File: src/rtl/dp_acc_drain.sv
// Per-lane accumulator behind the dot-product group: sums k_len input beats
// per lane, then drains one lane per handshake over a valid/ready stream.
module dp_acc_drain #(
    parameter int N_UNIT = 4,
    parameter int DW_ADD = 32,
    parameter int CW     = 8,
    parameter int IW     = 2
) (
    input  logic                     clk,
    input  logic                     reset,
    input  logic                     start,
    input  logic [CW-1:0]            k_len,
    input  logic                     in_valid,
    input  logic [N_UNIT*DW_ADD-1:0] in_psum,
    output logic                     out_valid,
    input  logic                     out_ready,
    output logic signed [DW_ADD-1:0] out_data,
    output logic [IW-1:0]            out_idx,
    output logic                     busy,
    output logic                     done
);

    typedef enum logic [1:0] {
        IDLE  = 2'd0,
        ACC   = 2'd1,
        DRAIN = 2'd2
    } state_t;

    state_t                   state_q, state_d;
    logic signed [DW_ADD-1:0] acc_q [N_UNIT];
    logic signed [DW_ADD-1:0] acc_d [N_UNIT];
    logic [CW-1:0]            cnt_q, cnt_d;
    logic [CW-1:0]            klen_q, klen_d;
    logic [IW-1:0]            idx_q, idx_d;
    logic                     done_q, done_d;

    always_ff @(posedge clk or negedge reset) begin
        if (!reset) begin
            state_q <= IDLE;
            for (int i = 0; i < N_UNIT; i++) acc_q[i] <= '0;
            cnt_q   <= '0;
            klen_q  <= '0;
            idx_q   <= '0;
            done_q  <= 1'b0;
        end else begin
            state_q <= state_d;
            acc_q   <= acc_d;
            cnt_q   <= cnt_d;
            klen_q  <= klen_d;
            idx_q   <= idx_d;
            done_q  <= done_d;
        end
    end

    always_comb begin
        state_d = state_q;
        acc_d   = acc_q;
        cnt_d   = cnt_q;
        klen_d  = klen_q;
        idx_d   = idx_q;
        done_d  = 1'b0;
        case (state_q)
            IDLE: begin
                // A zero-length tile has nothing to drain, so it never leaves IDLE.
                if (start && (k_len != '0)) begin
                    klen_d = k_len;
                    cnt_d  = '0;
                    for (int i = 0; i < N_UNIT; i++) acc_d[i] = '0;
                    state_d = ACC;
                end
            end
            ACC: begin
                if (in_valid) begin
                    for (int i = 0; i < N_UNIT; i++)
                        acc_d[i] = acc_q[i] + signed'(in_psum[DW_ADD*i +: DW_ADD]);
                    cnt_d = cnt_q + CW'(1);
                    if (cnt_d == klen_q) state_d = DRAIN;
                end
            end
            DRAIN: begin
                if (out_ready) begin
                    if (idx_q == IW'(N_UNIT - 1)) begin
                        idx_d   = '0;
                        done_d  = 1'b1;
                        state_d = IDLE;
                    end else begin
                        idx_d = idx_q + IW'(1);
                    end
                end
            end
            default: state_d = IDLE;
        endcase
    end

    // Outputs decode straight from state so an async reset drops them at once.
    assign out_valid = (state_q == DRAIN);
    assign out_data  = acc_q[idx_q];
    assign out_idx   = idx_q;
    assign busy      = (state_q != IDLE);
    assign done      = done_q;

endmodule

File: config.mk
export PLATFORM = sky130hd
export DESIGN_NAME = dp_acc_drain
export DESIGN_NICKNAME = d
export VERILOG_FILES = /design/src/rtl/dp_acc_drain.sv
export SDC_FILE = /design/constraint.sdc
export NUM_CORES = 1
export LEC_CHECK = 0
export ABC_AREA = 0
export BUFFER_PORTS_ARGS = -buffer_cell sky130_fd_sc_hd__buf_2
export CAP_MARGIN = 20
export CORE_UTILIZATION = 30
export DETAILED_ROUTE_END_ITERATION = 8
export PLACE_DENSITY = 0.56
export SLEW_MARGIN = 15
export SYNTH_ARGS = -nofsm -noshare
export SYNTH_HDL_FRONTEND = slang
export SYNTH_SLANG_ARGS = --single-unit
File: constraint.sdc
create_clock -name clk -period 3.4 [get_ports clk]
set_clock_uncertainty 0.15 [all_clocks]
set_input_delay 0.51 -clock clk [delete_from_list [all_inputs] [get_ports clk]]
set_output_delay 0.51 -clock clk [all_outputs]
set_load 0.005 [all_outputs]
# Word level (Yosys, flattened, before mapping)
# Cells that the tools add are included.
# Widths: inputs -> output; s select.
# totals
out_inout_bits,37
regBits,149
wordCells,54
inputBits,141
# op_classes
bitwise_logic,1
reduce_logical,9
magnitude_cmp,1
muxes,19
eq_ne,9
addsub,6
# op_table
operator,n
$mux 128,2
$pmux 128 s2,1
$add 32x32->32,4
$bmux 32 s2,1
$mux 32,2
$mux 8,2
$pmux 8 s2,1
$mux 2,6
$add 8x1->8 const B,1
$eq 8x8->1,1
$reduce_bool 8->1,1
$ne 2x2->1 const B,3
$pmux 2 s3,1
$reduce_and 5->1,1
$eq 2x2->1 const B,2
$ne 2x1->1 const B,2
$reduce_and 2->1,2
$reduce_bool 2->1,2
$ge 3x3->1 const B,1
$mux 1,3
$not 2->3,1
$reduce_and 3->1,1
$add 2x1->2 const B,1
$eq 2x1->1 const B,1
2 further kinds,2

# Logic depth before layout (Yosys ltp)
# Gate-level depths: netlist of run 1.
# depth
word_depth,5
depth_mapped,15
depth_no_buf,15

# Worst setup path before layout of run 1
# Ideal clock, no wire load.
# synth_path
path_type,input to register
start,in in_psum[64]
end,reg acc_q[56] in the netlist's numbering
cell_stages,15
t_required_ps,3120
arrival_ps,2963
path_slack_ps,157
setup_ps,130
path_buffers,0
cell_sequence,ha_1 inv_1 fa_1 nor2b_1 o311ai_1 nand3b_1 o41ai_2 a31oi_1 a311o_1 a21o_1 a21oi_2 o21bai_1 a21oi_1 xor2_1 o21ai_1
# synth_between
elab_chain_cells,3
# synth_lines
element,line_no,rtl
from (decl),14,"input logic [N_UNIT*DW_ADD-1:0] in_psum,"
$add 32x32->32,75,acc_d[i] = acc_q[i] + signed'(in_psum[DW_ADD*i +: DW_ADD]);
$mux 128,73,if (in_valid) begin
$pmux 128 s2,62,case (state_q)
to (signal assigned),47,acc_q <= acc_d;
to (decl),30,logic signed [DW_ADD-1:0] acc_q [N_UNIT];
# No other way between the ends. The select of a mux whose other input is x is not followed.
# A chain may end at the register's enable or synchronous reset.

# Worst setup path after layout of run 1
# layout_path
start,reg acc_q[32] in the netlist's numbering
end,reg acc_q[60] in the netlist's numbering
# layout_between
elab_chain_cells,3
# layout_lines
element,line_no
$add 32x32->32,75
$mux 128,73
$pmux 128 s2,62
# No other way between the ends. The select of a mux whose other input is x is not followed.

==> results.py, run 1 <==
metrics = {
    "power": {
        "total_power_w": 0.01554,
        "p_leak_nw": 7.313,
        "irDropWorstVdd_mv": 0.3894,
        "powerDensity_nw_per_um2": 999.7,
    },
    "synthesis": {
        "synth_flop_cell": "dfrtp_1",
        "yosys_warnings": 0,
        "synth_nets": 1639,
        "synthesis.area_um2": 12310,
        "synth_cells": 1368,
        "synth.ff_latch_count": 149,
        "async_flop_share_pct": 100.0,
        "synth-seq-area-share_pct": 30.28,
        "postSynthAreaPerCell_um2": 9.001,
        "synth.distinct_cells": 70,
        "synth_edf_count": 0,
    },
    "route": {
        "wl_per_cell_um": 17.90,
        "drt_pass1_iterations": 5,
        "drt-met1-wl_mm": 18.95,
        "drt_iter0_markers": 558,
        "drcViolationCount": 0,
        "dr_wl_met3_mm": 1.331,
        "ant_nets": 0,
        "vias": 11260,
        "routed-wl-met2_mm": 17.82,
        "via_per_inst": 5.163,
        "totalWireLength_mm": 39.02,
        "topRoutingLayerUsed": "met5",
    },
    "setup_path": {
        "r2r-end": "acc_q[60]",
        "end_kind": "flip-flop",
        "cp_max_fo": 3,
        "reg2reg_depth": 14,
        "crit_path_start_kind": "flip-flop",
        "required_ns": 3.56,
        "reg2reg_setup_slack_ns": -0.0008,
        "crit_arrival_ns": 3.56,
        "crit_type": "reg -> reg",
        "r2r-start": "acc_q[32]",
    },
    "sta": {
        "fmax_ghz": 0.2940,
        "worst_pin_slew_ns": 0.9105,
        "maxSlewHeadroom_pct": 39.30,
        "fin_crit_sh_pct": 100.0,
        "setup-violations-final": 1,
        "layout_min_cycle_time_ns": 3.401,
        "hold_violations": 0,
        "setup_tns_ns": -0.0008140,
        "setup_ws_ns": -0.0008140,
        "rsz0062_at_grt": "true",
        "drv_slew": 0,
    },
    "floorplanning": {
        "io_pins": 178,
        "row_count": 73,
        "die_h_um": 204.6,
        "dieWidth_um": 204.6,
        "dieArea_um2": 41860,
        "start_util_pct": 30.71,
        "coreArea_um2": 40100,
    },
    "layout": {
        "utilization_pct": 38.78,
        "fin_nets": 1912,
        "fin_cells": 2180,
        "layout_common_cells": "183 x nand2_1, 176 x buf_2, 147 x dfrtp_1",
        "multiInputGateArea_um2": 8451,
        "area_growth_pct": 26.28,
        "regArea_um2": 3731,
        "final_layout_size_suffix_gt1_share_pct": 26.60,
        "final_common_cell": "nand2_1",
        "fill_cells": 4020,
    },
    "global_route": {
        "grt.overflow.total": 0,
        "antenna_found_initial": 2,
        "grt_start_max_net_pins": 164,
        "gr-usage-all-layers_pct": 18.73,
        "grt_pass1_wl_mm": 60.09,
        "grt_pass1_vias": 10940,
    },
    "clock_network": {
        "clk_pin_slew_ns": 0.07,
        "clock_latency_ns": 0.45,
        "root_buffer": "clkbuf_16",
        "clockBufferDepth": 2,
        "cts_buffers": 17,
        "cts_max_level": 4,
        "cts_tree": "done",
        "cts_sinks": 149,
    },
    "placed_design": {
        "post-place-cells": 2133,
        "gp_congestion": 0.9015,
        "dp_slack_ns": -0.3899,
        "dp_hpwl_mm": 30.50,
        "port-buffer-count": 177,
    },
    "run_status": {
        "status": "complete, but fails checks",
        "violations": "setup timing",
    },
    "worst_hold_path": {
        "whs_path_depth": 2,
        "whs_endpoint": "klen_q[5]",
        "min_path_type": "in -> reg",
        "min_from": "k_len[5]",
    },
    "flow_run": {
        "maxCapViolations": 0,
    },
}
==> registers in the layout, indices dropped and copies added, names as in the netlist <==
signal,flops
cnt_q,8
klen_q,8
acc_q,128
state_q,2
done,1
out_idx,2
==> routing by layer <==
| layer | vias up | global-route usage [%] |
|---|---|---|
| met2 | 216 | 29.80 |
| li1 | 5614 | - |
| met4 | 2 | 6.290 |
| met3 | 45 | 2.768 |
| met5 | - | 0 |
| met1 | 5378 | 25.80 |
==> layout make-up <==
cell class | instances | area share [%]
diodes | 1 | 0.01609
clock inverters | 14 | 1.288
well taps | 525 | 4.225
repair buffers | 309 | 12.29
inverters | 42 | 1.014
flip-flops and latches | 149 | 24.00
clock buffers | 18 | 2.824
multi-input cells | 1122 | 54.35
==> worst max path at each step <==
stage	start	end	slack (ns)	cells past startpoint
floorplan	in_psum[64]	acc_q[56]	0.16	15
global placement	in_psum[64]	acc_q[62]	-0.28	15
detailed placement	in_psum[0]	acc_q[120]	-0.39	17
CTS	acc_q[32]	acc_q[56]	-0.07	15
global route	acc_q[32]	acc_q[60]	-0.12	14
finish	acc_q[32]	acc_q[60]	-0.0008	14
==> kinds of logic after synthesis <==
kind of cell | after synthesis | synth area share [%]
AND/OR/NAND/NOR | 363 | 13.30
flip-flops | 149 | 30.28
XOR/XNOR | 124 | 8.820
multiplexers | 44 | 6.930
adder cells (fa/ha/maj) | 130 | 13.45
buffers and inverters | 97 | 3.028
AO/OA/AOI/OAI | 461 | 24.18
==> repair_timing <==
item | in CTS | in global routing
setup buffers | 1 | 12
hold buffers | 1 | 0
resized for setup | 6 | 39
pin swaps | 1 | 24
setup endpoints to repair | 8 | 22
hold endpoints to repair | 57 | 0
==> through the flow <==
step	hold slack (ns)	instance area, um^2
final	0.1563	15550
after global routing	0.1417	15550
after CTS	0.1327	15250
after detailed placement	0.3488	14580
after global placement	0.3404	14580
after floorplan	0.06441	12310
==> critical path, cell delays in order, from the launching register on <==
cell and delay, ns:
dfrtp_1 0.38, ha_2 0.19, inv_2 0.05, fa_2 0.20
nor2b_2 0.05, o311ai_1 0.23, nand3b_1 0.20, o41ai_2 0.40
a31oi_1 0.19, a311o_1 0.36, a31oi_2 0.28, nand3_1 0.12
a31oi_1 0.22, xor2_1 0.17, o21ai_1 0.07
==> Yosys cell counts, drive strengths merged, types with 3 or more instances <==
cell type	n	area (um^2)
a211oi	11	97.60
a21boi	8	60.06
a21o	61	457.9
a21oi	97	493.0
a221oi	3	26.28
a22o	5	43.79
a31oi	11	75.07
a32oi	3	26.28
a41oi	3	26.28
and2	4	25.02
and3	15	93.84
buf	8	38.78
clkbuf	47	176.4
dfrtp	149	3729
fa	4	80.08
ha	126	1577
inv	42	157.7
mux2	10	112.6
mux4	32	720.7
nand2	183	686.9
nand2b	14	87.58
nand3	29	145.1
nand3b	3	22.52
nand4	10	62.56
nor2	56	210.2
nor2b	18	112.6
nor3	14	70.07
o2111ai	3	32.53
o211ai	8	60.06
o21a	16	120.1
o21ai	110	550.5
o21bai	20	150.1
o22ai	68	425.4
o31ai	7	71.32
o32ai	5	43.79
o41ai	4	42.55
or2	3	18.77
or3	5	31.28
or4	3	22.52
xnor2	60	525.5
xor2	64	560.5
==> power by group <==
part           switching, W  internal, W  total, W
registers          0.000993      0.00264   0.00364
logic               0.00497      0.00484   0.00982
clock network      0.000835      0.00126   0.00209
total               0.00680      0.00874    0.0155
(Power assumes the default switching activity.)
==> inputs of run 2 (changes only) <==
CORE_UTILIZATION = 50   (was 30)
PLACE_DENSITY = 0.8   (was 0.56)
==> results.py, run 2 (same netlist as run 1, synthesis figures left out) <==
metrics = {
    "run_status": {
        "status": "complete, but fails checks",
        "violations": "hold timing",
    },
    "route": {
        "drcViolationCount": 0,
        "totalWireLength_mm": 35.78,
        "vias": 11720,
        "ant_nets": 0,
        "via_per_inst": 6.038,
        "drt_iter0_markers": 932,
        "wl_per_cell_um": 18.43,
        "drt_pass1_iterations": 5,
    },
    "setup_path": {
        "cp_num_buf_inv": 1,
        "crit_type": "reg -> reg",
        "reg2reg_depth": 15,
        "slowest_stage": "o41ai_4",
        "crit_path_start_kind": "flip-flop",
        "cp_cell_sequence": "ha_2 > inv_2 > fa_2 > nor2b_2 > o311ai_1 > nand3b_1 > o41ai_4 > a31oi_2 > a311o_1 > a21o_1 > a21oi_2 > o21bai_1 > a21oi_1 > xor2_1 > o21ai_1",
        "startpoint": "acc_q[32]",
        "cp-endpoint": "acc_q[56]",
        "r2r-end": "acc_q[56]",
        "r2r-start": "acc_q[32]",
        "cp_max_fo": 3,
        "reg2reg_setup_slack_ns": 0.04,
        "crit_family": "compound AO/OA/AOI/OAI gates",
        "max_stage_delay_ns": 0.40,
        "crit_arrival_ns": 3.51,
        "end_kind": "flip-flop",
        "required_ns": 3.55,
        "worst-path-stages": 15,
    },
    "global_route": {
        "grt_pass1_vias": 11270,
        "grt_start_max_net_pins": 149,
        "grt_pass1_wl_mm": 56.96,
        "antenna_found_initial": 3,
        "gr-usage-all-layers_pct": 28.32,
        "grt.overflow.total": 0,
    },
    "placed_design": {
        "dp_hpwl_mm": 26.86,
        "gp_congestion": 0.9654,
        "port-buffer-count": 177,
        "placed_area_um2": 14060,
    },
    "power": {
        "total_power_w": 0.01514,
        "p_leak_nw": 7.111,
        "irDropWorstVdd_mv": 0.5173,
        "powerDensity_nw_per_um2": 1013,
    },
    "clock_network": {
        "cts_sinks": 149,
        "clockBufferDepth": 2,
        "clk_pin_slew_ns": 0.06,
        "clock_latency_ns": 0.43,
        "cts_buffers": 17,
        "cts_tree": "done",
        "cts_max_level": 4,
        "root_buffer": "clkbuf_16",
    },
    "sta": {
        "hold_violations": 10,
        "setup-violations-final": 0,
        "maxSlewHeadroom_pct": 45.64,
        "layout_min_cycle_time_ns": 3.361,
        "rsz0062_at_grt": "true",
        "worst_pin_slew_ns": 0.8154,
        "fmax_ghz": 0.2976,
        "drv_slew": 0,
        "holdWs_ns": -0.01413,
        "fin_crit_sh_pct": 98.84,
    },
    "layout": {
        "regMostFlops": "acc_q",
        "final_layout_size_suffix_gt1_share_pct": 24.35,
        "finalInstanceArea_um2": 14940,
        "area_growth_pct": 21.30,
        "fin_nets": 1872,
        "layout_common_cells": "183 x nand2_1, 176 x buf_2, 148 x dfrtp_1",
        "final_common_cell": "nand2_1",
        "largest_reg_flops": 128,
        "utilization_pct": 61.59,
        "largestRegisters": "acc_q (128), cnt_q (8), klen_q (8)",
    },
    "floorplanning": {
        "dieWidth_um": 158.9,
        "dieArea_um2": 25260,
        "row_count": 57,
        "start_util_pct": 50.78,
        "coreArea_um2": 24250,
        "die_h_um": 158.9,
        "io_pins": 178,
    },
    "flow_run": {
        "maxCapViolations": 0,
    },
    "worst_hold_path": {
        "min_path_type": "in -> async",
    },
}
-- run 2: cell count changes in the layout (fill, tap and decap cells not counted), sizes merged --
cell / previous run / this run
buf: 308 / 269
diode: 1 / 3
dlygate4sd3: 1 / 0
inv: 45 / 43
clkbuf: 18 / 20
bufinv: 4 / 2
clkinv: 4 / 6
-- run 2: worst min-delay path by stage --
stage / endpoint / cells past startpoint
final: acc_q[32] / 1
after global routing: acc_q[32] / 1
after CTS: acc_q[38] / 1
after detailed placement: acc_q[51] / 2
after global placement: acc_q[61] / 2
after floorplan: acc_q[0] / 0
-- run 2: area by class of cell --
cell class,instances,area (um^2)
fill,2056,9313
multi-input combinational,1122,8417
tap,324,405.4
clock inverter,12,128.9
inverter,42,157.7
clock buffer,20,456.7
timing repair buffer,269,1633
antenna,3,7.507
sequential,149,3730
-- run 2: power by group --
part           switching [W]  total, W  internal (W)
sequential          0.000991   0.00364       0.00264
combinational        0.00503   0.00961       0.00458
clock               0.000774   0.00189       0.00112
total                0.00679    0.0151       0.00834
-- run 2: what timing repair did --
item	4_1_cts	5_1_grt
hold buffers	0	0
endpoints found under the setup margin	6	22
gates cloned	0	0
pin swaps	2	21
buffers inserted	2	11
endpoints found under the hold margin	0	0
resized for setup	3	36
-- run 2: per-stage QoR --
stage	hold WS (ns)	std cells	setup slack [ns]	setup TNS [ns]
after global routing	0.04365	1941	-0.1245	-0.5073
final	-0.01413	1941	0.03929	0
after global placement	0.3391	1893	-0.1854	-1.164
after detailed placement	0.3566	1893	-0.2927	-2.546
after floorplan	0.06441	1368	0.1571	0
after CTS	0.01842	1927	-0.01158	-0.01158
-- run 2: metal layers --
layer  global-route usage (%)  share of wire [%]  wire (um)  up-vias
met4                    13.46                4.3       1525        0
met3                    3.866                6.1       2180       91
li1                         -                  -          -     5540
met1                    38.89                 45      15930     5632
met5                        0                  0          0        -
met2                    44.30                 45      16150      456
